[config.mk]
export PLATFORM = sky130hd
export DESIGN_NAME = piso_serializer
export DESIGN_NICKNAME = d
export VERILOG_FILES = /design/src/rtl/piso_pkg.sv /design/src/rtl/piso_bit_counter.sv /design/src/rtl/piso_serializer.sv
export SDC_FILE = /design/constraint.sdc
export NUM_CORES = 1
export LEC_CHECK = 0
export ABC_AREA = 1
export CAP_MARGIN = 40
export CORE_MARGIN = 5
export CORE_UTILIZATION = 46
export CTS_CLUSTER_SIZE = 24
export DETAILED_ROUTE_END_ITERATION = 7
export GPL_TIMING_DRIVEN = 0
export PLACE_DENSITY = 0.75
export SLEW_MARGIN = 30
export SYNTH_ARGS = -nofsm -noshare
export SYNTH_HDL_FRONTEND = slang
export SYNTH_SLANG_ARGS = --single-unit
[constraint.sdc]
create_clock -name clk -period 3 [get_ports clk]
set_input_delay 0.6 -clock clk [delete_from_list [all_inputs] [get_ports clk]]
set_output_delay 0.6 -clock clk [all_outputs]
set_load 0.01 [all_outputs]
[src/rtl/piso_pkg.sv]
// Shared types and limits for the PISO serializer.
package piso_pkg;
   typedef enum logic [1:0] {
      IDLE   = 2'd0,
      SHIFT  = 2'd1,
      PARITY = 2'd2
   } state_t;

   localparam int PISO_MAX_WIDTH = 32;
endpackage

[src/rtl/piso_bit_counter.sv]
// Clear/enable bit counter that wraps at WIDTH-1 and flags the terminal count.
module piso_bit_counter
   import piso_pkg::*;
#(
   parameter int WIDTH = 8,
   localparam int CW = (WIDTH > 2) ? $clog2(WIDTH) : 1
) (
   input  logic clk,
   input  logic rst,
   input  logic clear,
   input  logic en,
   output logic tc
);
   logic [CW-1:0] count;

   assign tc = (count == CW'(WIDTH - 1));

   always_ff @(posedge clk or posedge rst) begin
      if (rst) begin
         count <= '0;
      end else if (clear) begin
         count <= '0;
      end else if (en) begin
         count <= tc ? '0 : count + 1'b1;
      end
   end
endmodule

[src/rtl/piso_serializer.sv]
// LSB-first parallel-in serial-out serializer with gapless back-to-back frames.
// Define PISO_PARITY_EN to append an even-parity bit to every frame.
module piso_serializer
   import piso_pkg::*;
#(
   parameter int WIDTH = 8
) (
   input  logic             clk,
   input  logic             rst,
   input  logic [WIDTH-1:0] din,
   input  logic             din_valid,
   output logic             din_ready,
   output logic             dout,
   output logic             dout_valid,
   output logic             busy
);
   state_t           state;
   state_t           state_nx;
   logic [WIDTH-1:0] sr;
   logic             accept;
   logic             last;
   logic             tc;

   piso_bit_counter #(.WIDTH(WIDTH)) u_cnt (
      .clk   (clk),
      .rst   (rst),
      .clear (accept),
      .en    (state == SHIFT),
      .tc    (tc)
   );

`ifdef PISO_PARITY_EN
   logic par;

   assign last = (state == PARITY);
   assign dout = ((state == SHIFT) & sr[0]) | ((state == PARITY) & par);

   always_ff @(posedge clk or posedge rst) begin
      if (rst) begin
         par <= 1'b0;
      end else if (accept) begin
         par <= ^din;
      end
   end
`else
   assign last = (state == SHIFT) & tc;
   assign dout = (state == SHIFT) & sr[0];
`endif

   // Ready is forced low while reset is held, not just after the edge.
   assign din_ready  = ~rst & ((state == IDLE) | last);
   assign accept     = din_valid & din_ready;
   assign dout_valid = (state != IDLE);
   assign busy       = (state != IDLE);

   always_comb begin
      state_nx = state;
      if (accept) begin
         state_nx = SHIFT;
      end else begin
         case (state)
            SHIFT: begin
               if (tc) begin
`ifdef PISO_PARITY_EN
                  state_nx = PARITY;
`else
                  state_nx = IDLE;
`endif
               end
            end
            default: state_nx = IDLE;
         endcase
      end
   end

   always_ff @(posedge clk or posedge rst) begin
      if (rst) begin
         state <= IDLE;
         sr    <= '0;
      end else begin
         state <= state_nx;
         if (accept) begin
            sr <= din;
         end else if (state == SHIFT) begin
            sr <= sr >> 1;
         end
      end
   end
endmodule

Word level (Yosys, flattened, before mapping)
Index checks and enable logic that the tools add are counted.
- flip-flop bits (word level): 13
- equal/unequal tests: 3
- reductions and logical operators: 3
- bitwise logic cells: 6
- mux-type cells: 8
- add/sub/neg operators: 1
- operator list (kind ; number):
    $mux W8 ; 2
    $mux W3 ; 3
    $mux W2 ; 3
    $and A1 B1 Y1 ; 4
    $reduce_bool A2 Y1 ; 2
    $add A3 B1 Y3 const B ; 1
    $eq A3 B3 Y1 const B ; 1
    $ne A3 B3 Y1 const B ; 1
    $eq A2 B1 Y1 const B ; 1
    $logic_not A2 Y1 ; 1
    $not A1 Y1 ; 1
    $or A1 B1 Y1 ; 1

Depth between registers and ports, before layout
- depth in word-level cells: 6
- depth in mapped cells: 8
- mapped depth without buffers: 8

Cells and area by module
A second synthesis with hierarchy kept.
- cell total of the unflattened synthesis: 95
- area total of the unflattened synthesis: 721.9 um^2
- modules (own cells, without submodules) (module ; area each (um^2) ; times used ; cells an instance ; sequential area each (um^2)):
    piso_serializer ; 563.0 ; 1 ; 75 ; 225.2
    piso_bit_counter ; 158.9 ; 1 ; 20 ; 75.1

Worst setup path after synthesis
OpenSTA, ideal clock, no wires.
- path kind: flip-flop to output port
- start point: register u_cnt.count[0]
- end point: output port din_ready
- path buffers: 0
- data arrival time: 0.937 ns
- required time: 2.400 ns
- stages on the path, launching flop included: 5
- setup slack: 1.463 ns
- cell sequence: dfrtp_1 > ha_1 > ha_1 > inv_1 > a21oi_1
- longest elaborated chain between the ends: 4
- RTL lines (item ; line ; text):
    start, declared ; piso_bit_counter.sv:14 ; logic [CW-1:0] count;
    start signal, assigned ; piso_bit_counter.sv:24 ; count <= tc ? '0 : count + 1'b1;
    $eq A3 B3 Y1 ; piso_bit_counter.sv:16 ; assign tc = (count == CW'(WIDTH - 1));
    $and A1 B1 Y1 ; piso_serializer.sv:46 ; assign last = (state == SHIFT) & tc;
    $or A1 B1 Y1 ; piso_serializer.sv:51 ; assign din_ready = ~rst & ((state == IDLE) | last);
    $and A1 B1 Y1 ; piso_serializer.sv:51 ;
    end, declared ; piso_serializer.sv:12 ; output logic din_ready,
Every way passes these cells.

Worst setup path after layout
- start point: input port rst
- end point: output port din_ready
- longest elaborated chain between the ends: 2
- RTL lines (item ; line ; text):
    start, declared ; piso_serializer.sv:9 ; input logic rst,
    $not A1 Y1 ; piso_serializer.sv:51 ;
    $and A1 B1 Y1 ; piso_serializer.sv:51 ;
Every way passes these cells.

==> results.py <==
metrics = {
    "critical_path": {
        "crit_fanout": 2,
        "cp.arrival_ns": 1.76,
        "setup.worst_path.start_class": "primary input",
        "cp.depth": 3,
        "r2r_slack_ns": 1.50,
        "crit_top_cell": "clkdlybuf4s50_1",
        "critPathTopFamily": "buffers and inverters",
        "crit_start": "rst",
        "critical_path_buf_inv_count": 2,
        "cp.required_ns": 2.40,
        "crit_path_end_kind": "output port",
        "r2r_end": "sr[3]$_DFFE_PP0P_",
        "critPathKind": "primary input to output port",
        "cpMaxStageDelayCell": "clkdlybuf4s50_1",
        "crit_end": "din_ready",
        "worstReg2RegStart": "u_cnt.count[0]$_DFFE_PP0P_",
        "path_cells": "clkdlybuf4s50_1 -> a21oi_1 -> clkdlybuf4s50_1",
        "r2r_cells": 8,
        "slowest_delay_ns": 0.56,
    },
    "timing": {
        "worstMarginPinSlew_ns": 0.412,
        "period_share_pct": 78.5,
        "rsz0062_at_grt": "no",
        "maxSlewViolCount": 0,
        "fin_crit_ns": 2.36,
        "final.setup.tns_ns": 0,
        "clock.fmax_mhz": 425,
        "fin_skew_ns": 0.00777,
        "maxSlewHeadroom_pct": 72.5,
        "layout_setup_ws_ns": 0.645,
        "setup_viol": 0,
        "hold_viol": 0,
    },
    "floorplanning": {
        "num_rows": 14,
        "start_util_pct": 47.0,
        "dieHeight_um": 48.8,
        "boundaryPins": 15,
        "die_w_um": 48.8,
        "core_area_sq_um": 1470,
        "dieArea_sq_um": 2380,
    },
    "clock_network": {
        "cts_buffer_depth": 2,
        "numCtsBuffers": 3,
        "ctsResizeCount": 0,
        "cts_root_buffer": "clkbuf_4",
        "clock_sinks": 12,
        "cts.clk_slew.worst_paths_ns": 0.06,
        "cts_tree": "built",
        "cts_hold_buf": 0,
        "post_cts.repair.setup_buffers": 0,
        "cts_htree_levels": 1,
        "insertion_delay_ns": 0.27,
    },
    "cells_and_area": {
        "n_antenna_cell": 0,
        "fin_nets": 124,
        "mostFrequentLayoutCells": "nand2_1 (40), clkdlybuf4s50_1 (13), inv_1 (12), dfrtp_1 (12), nand3_1 (10)",
        "area_delta_synth_final_pct": 25.0,
        "final_common_cell": "nand2_1",
        "drive_gt1_share_pct": 11.0,
    },
    "placed_design": {
        "dp_slack_ns": 0.641,
        "portBuffers": 13,
        "gp_congestion": 0.784,
        "dp.final_hpwl_mm": 1.00,
    },
    "drt": {
        "wirelength_mm": 1.42,
        "drc": 0,
        "dr_total_vias": 605,
        "viasPerCell": 4.84,
        "drtPass1Iterations": 4,
        "drtIter0Drc": 17,
        "ant_nets": 0,
        "avgRoutedWirePerCell_um": 11.4,
    },
    "synth": {
        "syn_area_per_cell_sq_um": 7.44,
        "syn_nets": 106,
        "yosys.area.top_type_share_pct": 43.4,
        "yosysWarnings": 0,
        "ys_types": 14,
        "yosysSeqAreaShare_pct": 43.4,
        "synth_area_leader_cell": "dfrtp_1",
        "synth.area.top_cells": "dfrtp_1 (43%), nand2_1 (22%), nand3_1 (7.2%), inv_1 (6.5%), nand4_1 (6.3%)",
        "synth_seq_cells": 12,
        "synth_area_sq_um": 692,
        "synth_cells": 93,
    },
    "global_route": {
        "globalRouteOverflowTotal": 0,
        "antenna_found_initial": 0,
        "track_usage_pct": 13.0,
        "grt_pass1_vias": 559,
        "grt_max_degree": 21,
        "grt_pass1_wl_mm": 2.45,
    },
    "power_and_ir_drop": {
        "p_sw_uw": 299,
        "clkPwrFrac_pct": 13.0,
        "power.internal_uw": 444,
        "pwr_density_cell_nw_per_um2": 860,
        "leakagePower_nw": 0.495,
        "peakVddDrop_v": 0.000461,
        "pwr-share-comb_pct": 49.0,
        "sequentialPowerShare_pct": 38.1,
        "swShare_pct": 40.2,
    },
    "outcome": {
        "status": "finished clean",
    },
    "hold_path": {
        "hold_class": "flop to flop",
    },
    "run": {
        "cap_violations": 0,
    },
}
==> kinds of logic after synthesis <==
kind of cell	Yosys count	synth area share, %
DFF	12	43.4
adders and majority gates	2	3.62
buffers and inverters	18	11.9
AOI/OAI and AO/OA	1	0.723
and+or+nand+nor	60	40.3
==> area by class of cell <==
cell class / instances / area [sq um]
Sequential cell: 12 / 300
Tap cell: 16 / 20.0
Multi-Input combinational cell: 63 / 309
Inverter: 13 / 48.8
Buffer: 5 / 33.8
Clock buffer: 3 / 22.5
Timing Repair Buffer: 13 / 130
Fill cell: 155 / 607
==> layer usage <==
metal	wire length, um	vias to the layer above	track usage [%]
li1	-	324	-
met1	701	271	17.2
met2	636	8	19.6
met3	65	2	4.59
met4	14	0	4.04
met5	0	-	0
==> flip-flops by register name (all words and copies together), names as in the netlist <==
name and count:
state 1, sr 8, u_cnt.count 3
==> worst reg2reg max path, cell delays in order (launching register included) <==
cell     delay [ns]
dfrtp_1        0.39
ha_1           0.21
ha_1           0.17
inv_1          0.11
nand2_4        0.11
nand3_4        0.14
buf_6          0.16
nand3_1        0.08
nand2_1        0.08
==> worst min path at each step <==
stage	start	to	slack, ns	depth (start not counted)
2_1_floorplan	rst	sr[0]$_DFFE_PP0P_	0.45	1
3_3_place_gp	sr[6]$_DFFE_PP0P_	sr[6]$_DFFE_PP0P_	0.49	2
3_5_place_dp	sr[6]$_DFFE_PP0P_	sr[6]$_DFFE_PP0P_	0.50	2
4_1_cts	sr[6]$_DFFE_PP0P_	sr[6]$_DFFE_PP0P_	0.51	2
5_1_grt	sr[7]$_DFFE_PP0P_	sr[7]$_DFFE_PP0P_	0.54	2
6_report	sr[7]$_DFFE_PP0P_	sr[7]$_DFFE_PP0P_	0.51	2
==> synthesized netlist by cell type <==
master / number
a21oi_1: 1
buf_2: 3
buf_4: 1
buf_6: 1
dfrtp_1: 12
ha_1: 2
inv_1: 12
inv_2: 1
nand2_1: 40
nand2_4: 1
nand3_1: 10
nand3_4: 1
nand4_1: 7
or2_2: 1
==> power groups by stage <==
stage                     clock network [mW]  logic, mW  registers [mW]
after floorplan                            0      0.257           0.276
after global placement                     0      0.357           0.280
after detailed placement                   0      0.367           0.284
after CTS                             0.0984      0.369           0.281
after global routing                   0.109      0.424           0.292
final                                 0.0964      0.364           0.283
==> through the flow <==
stage	cell area [sq um]	instances	total power, mW	util, %	hold WS, ns
floorplan	692	93	0.533	-	0.446
global placement	842	122	0.636	57.2	0.491
detailed placement	842	122	0.651	57.2	0.496
CTS	865	125	0.748	58.8	0.513
global route	865	125	0.826	58.8	0.542
finish	865	125	0.743	58.8	0.511
Note: power is estimated with default switching activity, not from simulation.
